==> src/rtl/odt_host_port.sv <==
`default_nettype none
// ============================================================================
// Module   : odt_host_port
// Purpose  : Host-side endpoint of the byte-wide ODT console channel. Accepts
//            console bytes from the bus bridge (rrdy/rstb handshake) into an
//            RX FIFO delivered on a valid/ready stream, and presents host
//            keystrokes from a TX FIFO on the shared ad pads (wrdy/wstb).
// Ports    : clk, rst_n            - clock, synchronous active-low reset
//            rrdy/rstb, ad_i       - bridge->host byte handshake and pad input
//            wrdy/wstb, ad_o/ad_oe - host->bridge byte handshake and pad drive
//            tx_data/valid/ready   - host keystroke stream in
//            rx_data/valid/ready   - console byte stream out
//            tx_level, rx_level    - FIFO occupancy
//            err_collision         - sticky: bridge strobed while host drove ad
// Revision : 1.0 - initial release
// ============================================================================
module odt_host_port #(
  parameter int FIFO_DEPTH = 4,
  parameter int SETUP      = 2
) (
  input  logic                          clk,
  input  logic                          rst_n,
  output logic                          rrdy,
  input  logic                          rstb,
  output logic                          wrdy,
  input  logic                          wstb,
  input  logic [7:0]                    ad_i,
  output logic [7:0]                    ad_o,
  output logic                          ad_oe,
  input  logic [7:0]                    tx_data,
  input  logic                          tx_valid,
  output logic                          tx_ready,
  output logic [7:0]                    rx_data,
  output logic                          rx_valid,
  input  logic                          rx_ready,
  output logic [$clog2(FIFO_DEPTH):0]   tx_level,
  output logic [$clog2(FIFO_DEPTH):0]   rx_level,
  output logic                          err_collision
);

  localparam int c_aw = $clog2(FIFO_DEPTH);
  localparam int c_lw = c_aw + 1;
  localparam int c_cw = (SETUP > 1) ? $clog2(SETUP) : 1;
  localparam logic [c_lw-1:0] c_full = c_lw'(FIFO_DEPTH);

  typedef enum logic [1:0] {R_IDLE = 2'd0, R_READY = 2'd1, R_WAIT = 2'd2} rx_state_t;
  typedef enum logic [1:0] {T_IDLE = 2'd0, T_SETUP = 2'd1, T_REQ = 2'd2, T_HOLD = 2'd3} tx_state_t;

  rx_state_t r_rx_state, w_rx_next;
  tx_state_t r_tx_state, w_tx_next;

  logic r_rstb_m, r_rstb_s, r_wstb_m, r_wstb_s;

  logic [7:0]      r_tx_mem [FIFO_DEPTH];
  logic [7:0]      r_rx_mem [FIFO_DEPTH];
  logic [c_aw-1:0] r_tx_wp, r_tx_rp, r_rx_wp, r_rx_rp;
  logic [c_lw-1:0] r_tx_cnt, r_rx_cnt;

  logic            r_drive;
  logic [7:0]      r_ad_o;
  logic [c_cw-1:0] r_setup_cnt;
  logic            r_err;

  logic w_tx_push, w_tx_pop, w_rx_push, w_rx_pop;
  logic w_tx_full, w_tx_empty, w_rx_full, w_rx_empty;
  logic w_tx_start;

  assign w_tx_full  = (r_tx_cnt == c_full);
  assign w_tx_empty = (r_tx_cnt == '0);
  assign w_rx_full  = (r_rx_cnt == c_full);
  assign w_rx_empty = (r_rx_cnt == '0);

  assign w_tx_push  = tx_valid & ~w_tx_full;
  assign w_rx_pop   = rx_ready & ~w_rx_empty;

  assign tx_ready      = ~w_tx_full;
  assign rx_valid      = ~w_rx_empty;
  assign rx_data       = r_rx_mem[r_rx_rp];
  assign tx_level      = r_tx_cnt;
  assign rx_level      = r_rx_cnt;
  assign rrdy          = (r_rx_state == R_READY);
  assign wrdy          = (r_tx_state == T_REQ);
  assign ad_o          = r_ad_o;
  // The raw strobe releases the pads immediately, ahead of the synchronizer,
  // so the bridge never fights our drive.
  assign ad_oe         = r_drive & ~rstb;
  assign err_collision = r_err;

  // --------------------------------------------------------------------------
  // Next-state logic for both handshake FSMs
  // --------------------------------------------------------------------------
  always_comb begin
    w_tx_next  = r_tx_state;
    w_rx_next  = r_rx_state;
    w_tx_start = 1'b0;
    w_tx_pop   = 1'b0;
    w_rx_push  = 1'b0;

    case (r_tx_state)
      T_IDLE: begin
        if (!w_tx_empty && !r_rstb_s && (r_rx_state != R_WAIT)) begin
          w_tx_start = 1'b1;
          w_tx_next  = T_SETUP;
        end
      end
      T_SETUP: begin
        if (r_setup_cnt == c_cw'(SETUP - 1)) begin
          w_tx_next = T_REQ;
        end
      end
      T_REQ: begin
        if (r_wstb_s) begin
          w_tx_next = T_HOLD;
        end
      end
      T_HOLD: begin
        if (!r_wstb_s) begin
          w_tx_pop  = 1'b1;
          w_tx_next = T_IDLE;
        end
      end
      default: w_tx_next = T_IDLE;
    endcase

    case (r_rx_state)
      R_IDLE: begin
        // A starting TX exchange wins the pads over offering rrdy.
        if (!w_rx_full && (r_tx_state == T_IDLE) && !w_tx_start && !r_rstb_s) begin
          w_rx_next = R_READY;
        end
      end
      R_READY: begin
        if (r_rstb_s) begin
          w_rx_push = 1'b1;
          w_rx_next = R_WAIT;
        end else if ((r_tx_state != T_IDLE) || w_tx_start) begin
          // Withdraw rrdy on the same edge the TX exchange begins driving ad.
          w_rx_next = R_IDLE;
        end
      end
      R_WAIT: begin
        if (!r_rstb_s) begin
          w_rx_next = R_IDLE;
        end
      end
      default: w_rx_next = R_IDLE;
    endcase
  end

  // --------------------------------------------------------------------------
  // State, synchronizers, FIFO pointers and pad drive
  // --------------------------------------------------------------------------
  always_ff @(posedge clk) begin
    if (!rst_n) begin
      r_rx_state  <= R_IDLE;
      r_tx_state  <= T_IDLE;
      r_rstb_m    <= 1'b0;
      r_rstb_s    <= 1'b0;
      r_wstb_m    <= 1'b0;
      r_wstb_s    <= 1'b0;
      r_tx_wp     <= '0;
      r_tx_rp     <= '0;
      r_tx_cnt    <= '0;
      r_rx_wp     <= '0;
      r_rx_rp     <= '0;
      r_rx_cnt    <= '0;
      r_drive     <= 1'b0;
      r_ad_o      <= 8'h00;
      r_setup_cnt <= '0;
      r_err       <= 1'b0;
    end else begin
      r_rx_state <= w_rx_next;
      r_tx_state <= w_tx_next;

      r_rstb_m   <= rstb;
      r_rstb_s   <= r_rstb_m;
      r_wstb_m   <= wstb;
      r_wstb_s   <= r_wstb_m;

      if (w_tx_push) r_tx_wp <= r_tx_wp + c_aw'(1);
      if (w_tx_pop)  r_tx_rp <= r_tx_rp + c_aw'(1);
      case ({w_tx_push, w_tx_pop})
        2'b10:   r_tx_cnt <= r_tx_cnt + c_lw'(1);
        2'b01:   r_tx_cnt <= r_tx_cnt - c_lw'(1);
        default: r_tx_cnt <= r_tx_cnt;
      endcase

      if (w_rx_push) r_rx_wp <= r_rx_wp + c_aw'(1);
      if (w_rx_pop)  r_rx_rp <= r_rx_rp + c_aw'(1);
      case ({w_rx_push, w_rx_pop})
        2'b10:   r_rx_cnt <= r_rx_cnt + c_lw'(1);
        2'b01:   r_rx_cnt <= r_rx_cnt - c_lw'(1);
        default: r_rx_cnt <= r_rx_cnt;
      endcase

      // The head byte is captured once at exchange start; it cannot change
      // until the pop that ends the exchange.
      if (w_tx_start) begin
        r_drive <= 1'b1;
        r_ad_o  <= r_tx_mem[r_tx_rp];
      end else if (w_tx_pop) begin
        r_drive <= 1'b0;
      end

      if (r_tx_state == T_SETUP) r_setup_cnt <= r_setup_cnt + c_cw'(1);
      else                       r_setup_cnt <= '0;

      if (r_rstb_s && (r_rx_state != R_READY) && (r_rx_state != R_WAIT)) begin
        r_err <= 1'b1;
      end
    end
  end

  // FIFO storage needs no reset; occupancy is tracked by the counters.
  always_ff @(posedge clk) begin
    if (w_tx_push) r_tx_mem[r_tx_wp] <= tx_data;
    if (w_rx_push) r_rx_mem[r_rx_wp] <= ad_i;
  end

endmodule
`default_nettype wire

==> config.mk <==
export PLATFORM = sky130hd
export DESIGN_NAME = odt_host_port
export DESIGN_NICKNAME = d
export VERILOG_FILES = /design/src/rtl/odt_host_port.sv
export SDC_FILE = /design/constraint.sdc
export NUM_CORES = 1
export LEC_CHECK = 0
export ABC_CLOCK_PERIOD_IN_PS = 4400
export CAP_MARGIN = 15
export CORE_MARGIN = 2
export CORE_UTILIZATION = 55
export CTS_BUF_LIST = sky130_fd_sc_hd__clkbuf_16
export DETAILED_ROUTE_END_ITERATION = 8
export PLACE_DENSITY = 0.79
export SYNTH_ARGS = -nofsm -noshare
export SYNTH_HDL_FRONTEND = slang
export SYNTH_SLANG_ARGS = --single-unit
==> constraint.sdc <==
create_clock -name clk -period 4.4 [get_ports clk]
set_clock_uncertainty 0.05 [all_clocks]
set_input_delay 0.66 -clock clk [delete_from_list [all_inputs] [get_ports clk]]
set_output_delay 0.66 -clock clk [all_outputs]
set_load 0.005 [all_outputs]
# Word level (Yosys, flattened, before mapping)
# Memory sizes are Yosys's and may differ from the RTL's. A register that Yosys moved wholly into a read port is not among the register bits.
# Cells that the tools add are included.
[totals]
register_bits = 25
ram_bits = 64
output_inout_bits = 28
elab_cells = 102
n_memories = 2
[classes]
n_addsub = 9
n_eq_ne = 20
mux = 26
n_bitwise = 6
n_reduce_logical = 24
[memory_table]
columns = ["memory", "words", "word_bits", "read_ports", "rd_ports_with_merged_regs", "wr", "line", "text"]
rows = [
  ["r_rx_mem", 4, 8, 1, 1, 1, "55", "logic [7:0] r_rx_mem [FIFO_DEPTH];"],
  ["r_tx_mem", 4, 8, 1, 1, 1, "54", "logic [7:0] r_tx_mem [FIFO_DEPTH];"],
]
[op_table]
columns = ["operator", "count"]
rows = [
  ["2-bit 2-to-1 mux", 10],
  ["1-bit 2-to-1 mux", 12],
  ["2-bit != test, second input constant", 6],
  ["3-bit one-hot mux with 2 select lines", 2],
  ["2-bit equality test, second input constant", 5],
  ["2-bit by 1-bit adder with 2-bit output, second input constant", 4],
  ["2-bit by 1-bit equality test with 1-bit output, second input constant", 4],
  ["2-bit one-hot mux with 4 select lines", 1],
  ["2-bit nonzero test", 4],
  ["1-bit logical AND", 7],
  ["3-bit by 1-bit adder with 3-bit output, second input constant", 2],
  ["3-bit equality test, second input constant", 2],
  ["3-bit zero test", 2],
  ["2-bit one-hot mux with 3 select lines", 1],
  ["3-bit by 1-bit subtractor with 3-bit output, second input constant", 2],
  ["1-bit zero test", 5],
  ["2-bit zero test", 2],
  ["2-bit by 1-bit != test with 1-bit output, second input constant", 2],
  ["4-bit AND reduction", 1],
  ["1-bit bitwise AND", 3],
  ["3-bit by 1-bit != test with 1-bit output, second input constant", 1],
  ["1-bit inverter", 3],
  ["3-bit AND reduction", 1],
  ["2-bit AND reduction", 1],
  ["other kinds (2)", 2],
]

# Logic depth before layout (Yosys ltp)
# Gate-level depths: netlist of the first run.
[logic_depth]
ltp_word = 11
depth_mapped = 9
ltp_nobuf = 9

# Worst setup path after synthesis of the first run
# No wires, ideal clock.
[synth_path]
path_type = "register to register"
startpoint = "register r_tx_cnt[2] (netlist: tx_level[2])"
endpoint = "register r_tx_cnt[2] (netlist: tx_level[2])"
setup_time_ns = 0.071
arrival_ns = 2.266
required_ns = 4.279
path_slack_ns = 2.013
stages_incl_launch_ff = 10
path_buffers = 0
synth_period_minus_slack_ns = 2.387
cell_sequence = "dfxtp_1 > or3b_4 > and2_4 > clkinv_4 > ha_1 > inv_1 > fa_1 > xor2_1 > or3_2 > a21oi_1"
[synth_via]
elab_chain_len = 5
[synth_rtl]
columns = ["element", "line", "text"]
rows = [
  ["start, declared", "57", "logic [c_lw-1:0] r_tx_cnt, r_rx_cnt;"],
  ["start signal, assigned", "183", "2'b10: r_tx_cnt <= r_tx_cnt + c_lw'(1);"],
  ["start signal, assigned", "184", "2'b01: r_tx_cnt <= r_tx_cnt - c_lw'(1);"],
  ["start signal, assigned", "185", "default: r_tx_cnt <= r_tx_cnt;"],
  ["3-bit equality test *", "68", "assign w_tx_full = (r_tx_cnt == c_full);"],
  ["1-bit inverter *", "n/a", ""],
  ["named net tx_ready", "32", "output logic tx_ready,"],
  ["1-bit bitwise AND *", "73", "assign w_tx_push = tx_valid & ~w_tx_full;"],
  ["2-bit by 1-bit equality test with 1-bit output / 2-bit equality test (equally long branches)", "182", "case ({w_tx_push, w_tx_pop})"],
  ["3-bit one-hot mux with 2 select lines / 2-bit nonzero test (equally long branches)", "n/a", ""],
]
# The timed path passes the listed nets; every way through them passes the cells marked *.
# A chain may end at the register's enable or synchronous reset.

==> results of run 1 <==
-- flip-flops by register name, summed over array words and instances (netlist names), 3 cells and up, named ones only --
signal / cells
r_rx_mem: 32
r_tx_mem: 32
ad_o: 8
rx_level: 3
tx_level: 3
-- power breakdown --
part	internal (uW)	total (uW)	switching [uW]
registers	1060	1110	51.2
clock network	393	743	350
logic	226	415	189
-- logic make-up (layout without fill, tap and decap cells) --
kind of cell,Yosys count,count (layout),share of synthesized area (%)
flip-flops,99,99,66.14
AND/OR/NAND/NOR,65,65,9.025
multiplexers,25,25,11.36
buffers and inverters,24,79,2.745
adder cells (fa/ha/maj),17,17,5.743
AO/OA/AOI/OAI,15,15,2.777
XOR/XNOR,10,10,2.209
-- cell type report --
class | instances | area [sq um]
clock inverters | 7 | 60.06
inverters | 14 | 57.56
clock buffers | 9 | 225.2
flip-flops and latches | 99 | 2623
multi-input cells | 132 | 1234
well taps | 96 | 120.1
repair buffers | 49 | 490.5
fillers | 455 | 2059
-- metrics by stage --
stage               cell area, sq um  cells  hold WS (ps)  utilization, %
finish                          4810    406         386.7           70.02
global route                    4810    406         417.6           70.02
CTS                             4810    406         392.6           70.02
detailed placement              4524    390         376.5           65.87
global placement                4524    390         364.6           65.87
floorplan                       3965    255         361.8               -
-- metal layers --
metal | wire [microns] | vias to the layer above | track usage (%) | share of wire [%]
li1 | - | 1020 | - | -
met1 | 2858 | 1044 | 21.71 | 44
met2 | 3269 | 48 | 30.66 | 50
met3 | 249 | 9 | 4.617 | 3.8
met4 | 115 | 0 | 7.713 | 1.8
met5 | 0 | - | 0 | 0
-- final timing paths --
check	slack [ps]	depth (start not counted)	from	endpoint
worst max-delay path	1630	2	flip-flop	rx_data[5]
worst min register to register	390	1	r_rstb_m	r_rstb_s
worst max register to register	1870	8	r_tx_state[0]	tx_level[2]
worst min-delay path	390	1	r_rstb_m	r_rstb_s
-- placed cells by master, fill, tap and decap left out, types with 6 or more instances in the layout --
master and n:
nand2_1 6, ha_1 15, a21oi_1 7, dfxtp_1 35
edfxtp_1 64, mux2i_1 9, clkbuf_16 9, inv_1 13
nor2_1 28, xor2_1 6, clkdlybuf4s50_1 49, mux4_2 16
==> impl_metrics.env, run 1 <==
export IMPL_grt_pass1_wl_microns=10220
export IMPL_synth_edf_count=64
export IMPL_worstPathRequired_ps=3690
export IMPL_grt_antenna_before_repair=0
export IMPL_synth_seq_cells=99
export IMPL_initialDrtViolationCount=85
export IMPL_via_per_inst=5.224
export IMPL_netlist_top_cells_area="edfxtp_1 48%, dfxtp_1 18%, mux4_2 9.1%"
export IMPL_pre_cts_slack_ps=1609
export IMPL_row_count=30
export IMPL_core_area_sq_mm=0.006869
export IMPL_fp_dieH_microns=88.91
export IMPL_cts_buffer_depth=2
export IMPL_finalHoldViolCount=0
export IMPL_p_leak_uw=0.001665
export IMPL_end_kind="output pin"
export IMPL_cts_tree="built"
export IMPL_clkLatencyLatePin_ps=340
export IMPL_setup_ws_ps=1625
export IMPL_synthFlopType="edfxtp_1"
export IMPL_drive_gt1_share_pct=14.52
export IMPL_rsz0062_at_grt="no"
export IMPL_routabilityCongestion=0.7249
export IMPL_powerDensity_mw_per_mm2=471.6
export IMPL_fin_crit_sh_pct=63.07
export IMPL_die_area_sq_mm=0.007904
export IMPL_synth_most_common_cell="edfxtp_1"
export IMPL_initial_core_util_pct=57.72
export IMPL_post_drt_wl_per_cell_microns=15.99
export IMPL_cts_buffers=9
export IMPL_crit_path_max_fanout=8
export IMPL_grt_ovfl_total=0
export IMPL_drtPass1Iterations=4
export IMPL_hp_class="flip-flop to flip-flop"
export IMPL_via_count=2121
export IMPL_antenna_left=0
export IMPL_critPathSlowestCell="dfxtp_1"
export IMPL_synth_cells=255
export IMPL_worstMarginPinSlew_ps=986.6
export IMPL_period_needed_ps=2775
export IMPL_synth_common_cells="64 x edfxtp_1, 35 x dfxtp_1, 28 x nor2_1, 16 x mux4_2, 15 x ha_1"
export IMPL_critPathKind="flip-flop to output pin"
export IMPL_hpwl_microns=4329
export IMPL_port_buffers=49
export IMPL_die_width_microns=88.91
export IMPL_diodes=0
export IMPL_drv_cap=0
export IMPL_clk_pin_slew_ps=70
export IMPL_finalMaxSlewViolations=0
export IMPL_synth_top_area_share_pct=48.47
export IMPL_grt_max_degree=30
export IMPL_cp_arrival_ps=2060
export IMPL_slew_headroom_pct=34.15
export IMPL_htree_levels=3
export IMPL_fin_tns_setup_ps=0
export IMPL_status="complete, no violations"
export IMPL_syn_area_sq_mm=0.003965
export IMPL_fin_nets=344
export IMPL_clock_fmax_ghz=0.3604
export IMPL_ir_drop_uv=282.9
export IMPL_ioPinCount=50
export IMPL_clock_sinks=99
export IMPL_drc_errors=0
export IMPL_async_reset_ff_share_pct=0
export IMPL_syn_avg_cell_area_sq_um=15.55
export IMPL_cts_hold_buffers=0
export IMPL_total_power_uw=2268
export IMPL_routed_wl_microns=6493
export IMPL_yosys_warnings=0
export IMPL_cts_root_buf="clkbuf_16"
export IMPL_critPathBufInv=1
export IMPL_netlist_cell_type_count=39
export IMPL_grt_pass1_vias=2142
export IMPL_seq_area_frac_synth_pct=66.14
export IMPL_cts_setup_buffers=0
export IMPL_cts_resized=0
export IMPL_setup_viol=0
export IMPL_grt_usage_pct=17.96
export IMPL_synth_top_area_cell="edfxtp_1"
export IMPL_cp_cell_sequence="mux4_2 > clkdlybuf4s50_1"
export IMPL_cp_top_family="flip-flops"
export IMPL_critPathLaunchType="flip-flop"
export IMPL_syn_to_final_growth_pct=21.30
export IMPL_synth_fp_nets=294
export IMPL_max_stage_delay_ps=670
(Power assumes the default switching activity.)
==> run 2: changes to the inputs <==
Settings changed: ABC_CLOCK_PERIOD_IN_PS 4400 to 2500, CORE_UTILIZATION 55 to 49, PLACE_DENSITY 0.79 to 0.75.
Clock period 4.4 ns to 2.5 ns, I/O delays scaled along.
==> impl_metrics.env, run 2 (synthesis results as in run 1) <==
export IMPL_routabilityCongestion=0.7969
export IMPL_die_width_microns=93.96
export IMPL_p_leak_uw=0.001739
export IMPL_mostFrequentLayoutCell="edfxtp_1"
export IMPL_hpwl_microns=4677
export IMPL_row_count=32
export IMPL_cp_top_family="simple AND/OR/NAND/NOR gates"
export IMPL_cts_root_buf="clkbuf_16"
export IMPL_rsz0062_at_grt="no"
export IMPL_cts_setup_buffers=0
export IMPL_grt_usage_pct=16.70
export IMPL_fp_dieH_microns=93.96
export IMPL_critPathSlowestCell="or3_2"
export IMPL_grt_antenna_before_repair=0
export IMPL_ir_drop_uv=577.2
export IMPL_fin_crit_sh_pct=95.32
export IMPL_port_buffers=49
export IMPL_cts_hold_buffers=0
export IMPL_antenna_left=0
export IMPL_core_area_sq_mm=0.007767
export IMPL_ioPinCount=50
export IMPL_clock_sinks=99
export IMPL_post_drt_wl_per_cell_microns=15.91
export IMPL_worstPathRequired_ps=2720
export IMPL_die_area_sq_mm=0.008828
export IMPL_drc_errors=0
export IMPL_pwr_share_clk_pct=34.3
export IMPL_crit_path_max_fanout=3
export IMPL_initial_core_util_pct=51.05
export IMPL_critPathBufInv=2
export IMPL_cts_tree="built"
export IMPL_clkLatencyLatePin_ps=330
export IMPL_hp_class="flip-flop to flip-flop"
export IMPL_grt_pass1_vias=2303
export IMPL_p_sw_share_pct=25.17
export IMPL_internal_power_uw=3096
export IMPL_initialDrtViolationCount=100
export IMPL_cts_buffer_depth=2
export IMPL_cts_buffers=9
export IMPL_clock_fmax_ghz=0.4196
export IMPL_powerDensity_mw_per_mm2=839.0
export IMPL_setup_viol=0
export IMPL_via_count=2199
export IMPL_cp_cell_sequence="or3b_4 > and2_4 > clkinv_4 > ha_1 > inv_1 > fa_1 > xor2_1 > or3_2 > a21oi_1"
export IMPL_worstMarginPinSlew_ps=633.7
export IMPL_critPathLaunchType="flip-flop"
export IMPL_critPathKind="flip-flop to flip-flop"
export IMPL_grt_pass1_wl_microns=11090
export IMPL_seqPwrFrac_pct=46.9
export IMPL_status="complete, no violations"
export IMPL_drtPass1Iterations=4
export IMPL_routed_wl_microns=6729
export IMPL_fin_nets=355
export IMPL_final_cell_mix="64 x edfxtp_1, 49 x clkdlybuf4s50_1, 35 x dfxtp_1"
export IMPL_finalHoldViolCount=0
export IMPL_power_frac_comb_pct=18.8
export IMPL_cts_resized=0
export IMPL_finalMaxSlewViolations=0
export IMPL_drive_gt1_share_pct=17.76
export IMPL_grt_max_degree=21
export IMPL_syn_to_final_growth_pct=24.39
export IMPL_fin_tns_setup_ps=0
export IMPL_slew_headroom_pct=57.70
export IMPL_grt_ovfl_total=0
export IMPL_period_needed_ps=2383
export IMPL_utilization_pct=63.50
export IMPL_cp_arrival_ps=2600
export IMPL_via_per_inst=5.199
export IMPL_diodes=0
export IMPL_end_kind="flip-flop"
export IMPL_max_stage_delay_ps=410
export IMPL_drv_cap=0
export IMPL_clk_pin_slew_ps=70
export IMPL_htree_levels=3
export IMPL_switching_power_uw=1041
-- run 2: cell types whose count changed in the layout (fill, tap and decap cells not counted) --
| cell | delta |
|---|---|
| inv_8 | -1 |
| bufinv_16 | +1 |
| clkinv_8 | +1 |
| clkinvlp_4 | -1 |
| inv_6 | +2 |
| buf_4 | +11 |
| clkinv_1 | -1 |
| clkinv_4 | -1 |
-- run 2: area by class of cell --
class / count / area [sq um]
multi-input cells: 132 / 1234
clock inverters: 7 / 92.59
inverters: 14 / 57.56
well taps: 102 / 127.6
repair buffers: 60 / 573.1
fillers: 596 / 2835
clock buffers: 9 / 225.2
flip-flops and latches: 99 / 2623
-- run 2: power by group through the flow --
stage | clock (uW) | combinational, uW | sequential [uW]
after floorplan | 0 | 479 | 1960
after global placement | 0 | 759 | 1970
after detailed placement | 0 | 781 | 1980
after CTS | 1440 | 789 | 1940
after global routing | 1510 | 864 | 1960
final | 1420 | 778 | 1940
-- run 2: worst paths after layout --
| kind | start | to | slack [ps] | cells after the start |
|---|---|---|---|---|
| hold / removal | r_rstb_m | r_rstb_s | 380 | 1 |
| hold reg to reg | r_rstb_m | r_rstb_s | 380 | 1 |
| setup / recovery | tx_level[2] | tx_level[2] | 120 | 9 |
| setup reg to reg | tx_level[2] | tx_level[2] | 120 | 9 |
-- run 2: per-layer routing --
layer  wire, microns  track usage (%)  up-vias
met5               0                0        -
met4              89            5.797        0
met3             309            3.612        9
met2            3479            29.70       57
met1            2850            20.03     1082
li1                -                -     1051
-- run 2: through the flow --
stage                     std cells  hold slack [ps]  power (uW)  area [sq um]  setup WS, ps
after global placement          406            367.9        2732          4607         97.52
after floorplan                 255            361.8        2439          3965         112.9
after global routing            423            417.1        4329          4932         36.20
final                           423            384.4        4138          4932         116.9
after CTS                       422            384.7        4173          4925         81.88
after detailed placement        406            369.1        2757          4607         25.30
==> run 3: changes to the inputs <==
Settings changed: SLEW_MARGIN from default to 20.
==> results of run 3 <==
The final DEF is identical to that of run 2; final timing and power are the same.
